**src/rtl/mdu_unit.sv**
```systemverilog
// Multiply/divide unit: 1-cycle MUL path, 32-step restoring divider plus a sign-fixup cycle, HI/LO registers.
// Optional MADD/MADDU/MSUB/MSUBU accumulate ops are built only when MDU_MADD_EN is defined.
module mdu_unit (
  input  logic        clk,
  input  logic        rst,
  input  logic        start,
  input  logic [3:0]  ALU2Op,
  input  logic [31:0] A,
  input  logic [31:0] B,
  input  logic        flush,
  output logic        isbusy,
  output logic        done,
  output logic [31:0] HI,
  output logic [31:0] LO,
  output logic [31:0] mul_result,
  output logic [1:0]  dbg_state
);

  localparam logic [3:0] OP_MULT  = 4'b0001;
  localparam logic [3:0] OP_MULTU = 4'b0010;
  localparam logic [3:0] OP_DIV   = 4'b0011;
  localparam logic [3:0] OP_DIVU  = 4'b0100;
  localparam logic [3:0] OP_MTHI  = 4'b0101;
  localparam logic [3:0] OP_MTLO  = 4'b0110;
  localparam logic [3:0] OP_MUL   = 4'b1000;
`ifdef MDU_MADD_EN
  localparam logic [3:0] OP_MADD  = 4'b1001;
  localparam logic [3:0] OP_MADDU = 4'b1010;
  localparam logic [3:0] OP_MSUB  = 4'b1011;
  localparam logic [3:0] OP_MSUBU = 4'b1100;
`endif

  typedef enum logic [1:0] {S_IDLE = 2'd0, S_MUL = 2'd1, S_DIV = 2'd2, S_FIX = 2'd3} state_t;

  // Handshake: start is taken only in S_IDLE with flush low; there is no ready,
  // the stall unit must hold EX while isbusy is high.
  state_t      state_q, state_d;
  logic [31:0] a_q, a_d, b_q, b_d, rem_q, rem_d;
  logic [31:0] hi_q, hi_d, lo_q, lo_d, mulr_q, mulr_d;
  logic [4:0]  cnt_q, cnt_d;
  logic [3:0]  op_q, op_d;
  logic        neg_q, neg_d, rsgn_q, rsgn_d, done_q, done_d;

  logic        mul_sgn;
  logic [63:0] ext_a, ext_b, prod;
  logic [32:0] trial;

  always_comb begin
    mul_sgn = (op_q == OP_MULT) || (op_q == OP_MUL);
`ifdef MDU_MADD_EN
    if ((op_q == OP_MADD) || (op_q == OP_MSUB)) mul_sgn = 1'b1;
`endif
    ext_a = {{32{mul_sgn & a_q[31]}}, a_q};
    ext_b = {{32{mul_sgn & b_q[31]}}, b_q};
    prod  = ext_a * ext_b;
    // a_q doubles as the dividend/quotient shift register during S_DIV
    trial = {rem_q, a_q[31]} - {1'b0, b_q};
  end

  always_comb begin
    state_d = state_q;
    a_d     = a_q;
    b_d     = b_q;
    rem_d   = rem_q;
    hi_d    = hi_q;
    lo_d    = lo_q;
    mulr_d  = mulr_q;
    cnt_d   = cnt_q;
    op_d    = op_q;
    neg_d   = neg_q;
    rsgn_d  = rsgn_q;
    done_d  = 1'b0;
    case (state_q)
      S_IDLE: begin
        if (start && !flush) begin
          case (ALU2Op)
`ifdef MDU_MADD_EN
            OP_MULT, OP_MULTU, OP_MUL, OP_MADD, OP_MADDU, OP_MSUB, OP_MSUBU: begin
`else
            OP_MULT, OP_MULTU, OP_MUL: begin
`endif
              a_d     = A;
              b_d     = B;
              op_d    = ALU2Op;
              state_d = S_MUL;
            end
            OP_DIV, OP_DIVU: begin
              a_d     = (ALU2Op == OP_DIV && A[31]) ? -A : A;
              b_d     = (ALU2Op == OP_DIV && B[31]) ? -B : B;
              neg_d   = (ALU2Op == OP_DIV) && (A[31] ^ B[31]);
              rsgn_d  = (ALU2Op == OP_DIV) && A[31];
              op_d    = ALU2Op;
              rem_d   = '0;
              cnt_d   = '0;
              state_d = S_DIV;
            end
            OP_MTHI: hi_d = A;
            OP_MTLO: lo_d = A;
            default: ;
          endcase
        end
      end
      S_MUL: begin
        state_d = S_IDLE;
        done_d  = 1'b1;
        case (op_q)
          OP_MUL: mulr_d = prod[31:0];
`ifdef MDU_MADD_EN
          OP_MADD, OP_MADDU: {hi_d, lo_d} = {hi_q, lo_q} + prod;
          OP_MSUB, OP_MSUBU: {hi_d, lo_d} = {hi_q, lo_q} - prod;
`endif
          default: {hi_d, lo_d} = prod;
        endcase
      end
      S_DIV: begin
        if (!trial[32]) rem_d = trial[31:0];
        else            rem_d = {rem_q[30:0], a_q[31]};
        a_d   = {a_q[30:0], ~trial[32]};
        cnt_d = cnt_q + 5'd1;
        if (cnt_q == 5'd31) state_d = S_FIX;
      end
      S_FIX: begin
        state_d = S_IDLE;
        done_d  = 1'b1;
        // a zero divisor still runs the full sequence but commits nothing
        if (b_q != 32'd0) begin
          lo_d = neg_q ? -a_q : a_q;
          hi_d = rsgn_q ? -rem_q : rem_q;
        end
      end
      default: state_d = S_IDLE;
    endcase
    if (flush) begin
      state_d = S_IDLE;
      done_d  = 1'b0;
      hi_d    = hi_q;
      lo_d    = lo_q;
      mulr_d  = mulr_q;
    end
  end

  always_ff @(posedge clk or negedge rst) begin
    if (!rst) begin
      state_q <= S_IDLE;
      a_q     <= '0;
      b_q     <= '0;
      rem_q   <= '0;
      hi_q    <= '0;
      lo_q    <= '0;
      mulr_q  <= '0;
      cnt_q   <= '0;
      op_q    <= '0;
      neg_q   <= 1'b0;
      rsgn_q  <= 1'b0;
      done_q  <= 1'b0;
    end else begin
      state_q <= state_d;
      a_q     <= a_d;
      b_q     <= b_d;
      rem_q   <= rem_d;
      hi_q    <= hi_d;
      lo_q    <= lo_d;
      mulr_q  <= mulr_d;
      cnt_q   <= cnt_d;
      op_q    <= op_d;
      neg_q   <= neg_d;
      rsgn_q  <= rsgn_d;
      done_q  <= done_d;
    end
  end

  assign isbusy     = (state_q != S_IDLE);
  assign done       = done_q;
  assign HI         = hi_q;
  assign LO         = lo_q;
  assign mul_result = mulr_q;
  assign dbg_state  = state_q;

endmodule

```
**config.mk**
```make
export PLATFORM = sky130hd
export DESIGN_NAME = mdu_unit
export DESIGN_NICKNAME = d
export VERILOG_FILES = /design/src/rtl/mdu_unit.sv
export SDC_FILE = /design/constraint.sdc
export NUM_CORES = 2
export LEC_CHECK = 0
export BUFFER_PORTS_ARGS = -buffer_cell sky130_fd_sc_hd__buf_2
export CAP_MARGIN = 20
export CELL_PAD_IN_SITES_DETAIL_PLACEMENT = 1
export CELL_PAD_IN_SITES_GLOBAL_PLACEMENT = 1
export CORE_ASPECT_RATIO = 2
export CORE_MARGIN = 3
export CORE_UTILIZATION = 50
export DETAILED_ROUTE_END_ITERATION = 6
export HOLD_SLACK_MARGIN = 0.15
export PLACE_DENSITY = 0.92
export SYNTH_ARGS = -nofsm -noshare
export SYNTH_HDL_FRONTEND = slang
export SYNTH_SLANG_ARGS = --single-unit
```
**constraint.sdc**
```tcl
create_clock -name clk -period 16.1 [get_ports clk]
set_clock_uncertainty 0.2 [all_clocks]
set_input_delay 0 -clock clk [delete_from_list [all_inputs] [get_ports clk]]
set_output_delay 0 -clock clk [all_outputs]
set_load 0.02 [all_outputs]
```
Word-level counts from Yosys, hierarchy flattened --
Index checks and enable logic that the tools add are counted. W data, S select, Z words.
Word-level totals: logic and storage cells 104, register bits 206, output and inout port bits 100, input port bits 72
Operators by class: add/sub/neg operators 6, multiply operators 1, reductions and logical operators 25, bitwise operators 5, multiplexer cells 32, equal/unequal tests 23
Operators with widths (number):
- $mux W32 | 16
- $pmux W32 S2 | 4
- $pmux W32 S3 | 2
- $neg A32 Y32 | 4
- $mul A33 B33 Y64 | 1
- $sub A33 B32 Y33 | 1
- $reduce_bool A32 Y1 | 1
- $reduce_and A3 Y1 | 7
- $eq A4 B3 Y1 const B | 3
- $reduce_and A6 Y1 | 2
- $mux W5 | 2
- $pmux W5 S2 | 1
- $eq A4 B1 Y1 const B | 2
- $eq A4 B2 Y1 const B | 2
- $eq A4 B4 Y1 const B | 2
- $mux W2 | 3
- $ne A2 B1 Y1 const B | 3
- $ne A2 B2 Y1 const B | 3
- $ne A3 B3 Y1 const B | 2
- $pmux W2 S3 | 1
- $reduce_bool A2 Y1 | 3
- $add A5 B1 Y5 const B | 1
- $eq A5 B5 Y1 const B | 1
- $reduce_or A5 Y1 | 1
- other kinds (16) | 24

Logic depth before layout (Yosys ltp) --
word-level depth 6, gate-level depth with buffers 31, mapped depth without buffers 29

Least setup slack after synthesis --
Ideal clock, no wire load.
path type register to register, start point register a_q[31], end point register hi_q[28] (netlist: HI[28]), arrival 8.127 ns, required time 15.754 ns, period minus slack after synthesis 8.473 ns, cell stages (with the launch flop) 31, path buffers 2, setup time 0.146 ns, setup slack 7.627 ns, path through dfrtp_1 > inv_1 > nor4_1 > clkbuf_1 > nand2_1 > inv_1 > fa_1 > inv_1 > fa_1 > inv_1 > fa_1 > fa_1 > inv_1 > fa_1 > inv_1 > fa_1 > inv_1 > fa_1 > fa_1 > inv_1 > ha_1 > clkbuf_1 > nand4_1 > nor2_1 > a21oi_1 > o211a_1 > o21ai_0 > o32a_1 > a2111oi_2 > xnor2_1 > o221ai_1
Between the ends: cells in the longest elaborated chain, start to end 4
Ends and longest elaborated chain:
- from (decl) | RTL line 38 | logic [31:0] a_q, a_d, b_q, b_d, rem_q, rem_d;
- from (signal assigned) | RTL line 145 | a_q <= '0;
- from (signal assigned) | RTL line 158 | a_q <= a_d;
- $and A1 B1 Y1 | RTL line 53 | ext_a = {{32{mul_sgn & a_q[31]}}, a_q};
- $mul A33 B33 Y64 (*) | RTL line 55 | prod = ext_a * ext_b;
- $mux W32 (*) | RTL line 106 | case (op_q)
- $pmux W32 S3 (*) | RTL line 73 | case (state_q)
- to (signal assigned) | RTL line 161 | hi_q <= hi_d;
- to (decl) | RTL line 39 | logic [31:0] hi_q, hi_d, lo_q, lo_d, mulr_q, mulr_d;
Every way passes the cells marked *; elsewhere a longest branch is shown, timed or not. The select of a mux whose other input is x is not followed. A chain may end at the register's enable or synchronous reset.

Worst setup path in the final report --
start point register a_q[31], end point register hi_q[31] (netlist: HI[31])
Same word-level chain as after synthesis.

==> flow_summary.ini <==
[outcome]
status = finished clean

[detailed_routing]
drt-met1-wl_um = 64600
avgViaCountPerCell = 6.31
dr_wl_met2_um = 107000
routed_wl_um = 221000
vias = 45900
drcViolationCount = 0
firstDrtPassIters = 6
ant_nets = 0
routed-wl-met3_um = 19500
drt-initial-drc-count = 3831
wl_per_cell_um = 30.4
highest_layer = met5

[synth]
synth_top_family_by_area = adder cells
async_reset_ff_frac = 1.00
synth-xor-area-share = 0.0374
ys.flop_type = dfrtp_1
ys_types = 82
synth-compound-area-share = 0.0849
synth_top_area_frac = 0.437
ys_ff_latch = 206
synth-simple-area-share = 0.155
seq_area_frac_synth = 0.0999
syn-instance-count = 5867
avgSynthCellArea_um2 = 8.79
synth_nets = 7316
ys_warn_count = 0
synth_area_leaders = fa_1 (44%), dfrtp_1 (10%), inv_1 (8.7%), nand2_1 (6.9%), ha_1 (6.1%)
synthMuxAreaShare = 0.0119
synth_fa_ha_area_frac = 0.498
yosysTopAreaCell = fa_1
mappedNetlistArea_um2 = 51600
synth_edf_count = 0

[floorplanning]
dieArea_um2 = 107000
die_w_um = 233
die_y_um = 460
rows = 166
core-area_um2 = 102000
start_util = 0.504
ios = 172

[finish]
nNetsFinal = 7365
final_common_cell = inv_1
final_cell_mix = inv_1 (1191), fa_1 (1126), nand2_1 (949)
drive_gt1_frac = 0.0627
area_growth_pct = 7.72

[critical_path]
endpoint_kind = register
r2r_end = HI[31]
startpoint = a_q[31]
reg2reg_slack_ns = 5.76
reg2reg_depth = 28
crit_required_ns = 16.32
start_kind = register
rr_startpoint = a_q[31]
cp_slowest_stage_delay_ns = 0.95
endpoint = HI[31]
worstPathArrival_ns = 10.56
worstPathMaxFanout = 30
critical-path-slowest-cell = fa_1
path_class = reg -> reg

[clock_network]
clock_latency_ns = 0.60
clockRootBuffer = clkbuf_16
cts_resized = 0
clk_path_buf_depth = 3
cts_tree = built
clk_pin_slew_ns = 0.07
htreeDepth = 1
cts.sinks = 206
cts_buffers = 23

[timing]
finalCritPeriodShare = 0.642
whs_ns = 0.174
hold_violations = 0
period_minus_slack_ns = 10.34
rsz0062_at_grt = false
tightest_slew_ns = 1.21
slew_headroom = 0.187
finalSetupViolCount = 0
finalWorstSetupSlack_ns = 5.76
max_freq_ghz = 0.0967
drv_slew = 0
timing.setup.tns_ns = 0

[global_route]
grt_pass1_wl_um = 332000
grt_remaining_overflow = 0
antenna_found_initial = 12
grt_max_degree = 89
first_global_vias = 55100
track_usage = 0.420

[placement]
numPortBuffers = 171
dp_slack_ns = 6.13
gp_congestion = 0.995
place_hpwl_um = 168000

[worst_hold_path]
hold_path.class = in -> reg

[job]
cap_violations = 0
-- Yosys cell counts (32+ instances only) --
| master | instances |
|---|---|
| xnor2_1 | 143 |
| buf_1 | 43 |
| dfrtp_1 | 206 |
| nand2_1 | 953 |
| fa_1 | 1126 |
| ha_1 | 251 |
| a21o_1 | 44 |
| o31ai_1 | 34 |
| clkbuf_1 | 307 |
| and2_1 | 331 |
| inv_1 | 1191 |
| xor2_1 | 77 |
| a21oi_1 | 204 |
| o21ai_0 | 233 |
| nor2_1 | 229 |
| mux2i_1 | 32 |
-- worst min path at each step --
stage / from / to / slack [ns] / depth (start not counted)
2_1_floorplan: rst / HI[0] / -0.50 / 0
3_3_place_gp: rst / LO[24] / -0.12 / 1
3_5_place_dp: rst / LO[4] / -0.12 / 1
4_1_cts: B[23] / b_q[23] / 0.16 / 4
5_1_grt: B[0] / b_q[0] / 0.20 / 4
6_report: B[0] / b_q[0] / 0.17 / 4
-- worst max-delay path, delay by kind of cell, from the launching register on --
kind / cells / cell delay (ns)
compound gates: 6 / 2.24
xor+xnor: 1 / 0.10
fa+ha+maj: 9 / 4.69
buf+inv: 9 / 1.93
flops: 1 / 0.34
simple gates: 3 / 0.64
-- layer usage --
| layer | vias to the layer above | track usage |
|---|---|---|
| li1 | 17800 | - |
| met1 | 23100 | 0.410 |
| met2 | 3326 | 0.700 |
| met3 | 1784 | 0.0946 |
| met4 | 6 | 0.442 |
| met5 | - | 0 |
-- repair_timing --
action | in CTS | in global routing
setup buffers | 0 | 0
hold buffers | 128 | 0
hold endpoints to repair | 270 | 0
-- logic make-up after synthesis --
family	Yosys count
buffers and inverters	1552
AOI/OAI and AO/OA	714
and+or+nand+nor	1740
muxes	58
DFF	206
adders and majority gates	1377
xor gates and xnor gates	220
-- state kept, by name, summed over array words and instances, names as in the netlist, 2 cells and up --
register    cells
dbg_state       2
mul_result     32
op_q            4
rem_q          32
HI             32
b_q            32
LO             32
cnt_q           5
a_q            32
-- metrics by stage --
| step | instance area (µm²) | utilization | cells |
|---|---|---|---|
| 6_report | 55600 | 0.543 | 7283 |
| 5_1_grt | 55600 | 0.543 | 7277 |
| 4_1_cts | 55500 | 0.542 | 7274 |
| 3_5_place_dp | 53400 | 0.522 | 7106 |
| 3_3_place_gp | 53400 | 0.522 | 7106 |
| 2_1_floorplan | 51600 | - | 5867 |
-- area by class of cell --
cell class	instances	area [µm²]
Fill cell	11800	46800
Multi-Input combinational cell	4109	40600
Sequential cell	206	5160
Inverter	1192	4470
Timing Repair Buffer	384	2820
Tap cell	1344	1680
Clock buffer	31	656
Clock inverter	9	128
Antenna cell	8	20.0
Power is left out: the tool's default activity adds up to more than one toggle a clock period on the data nets, which glitch-free logic cannot reach.
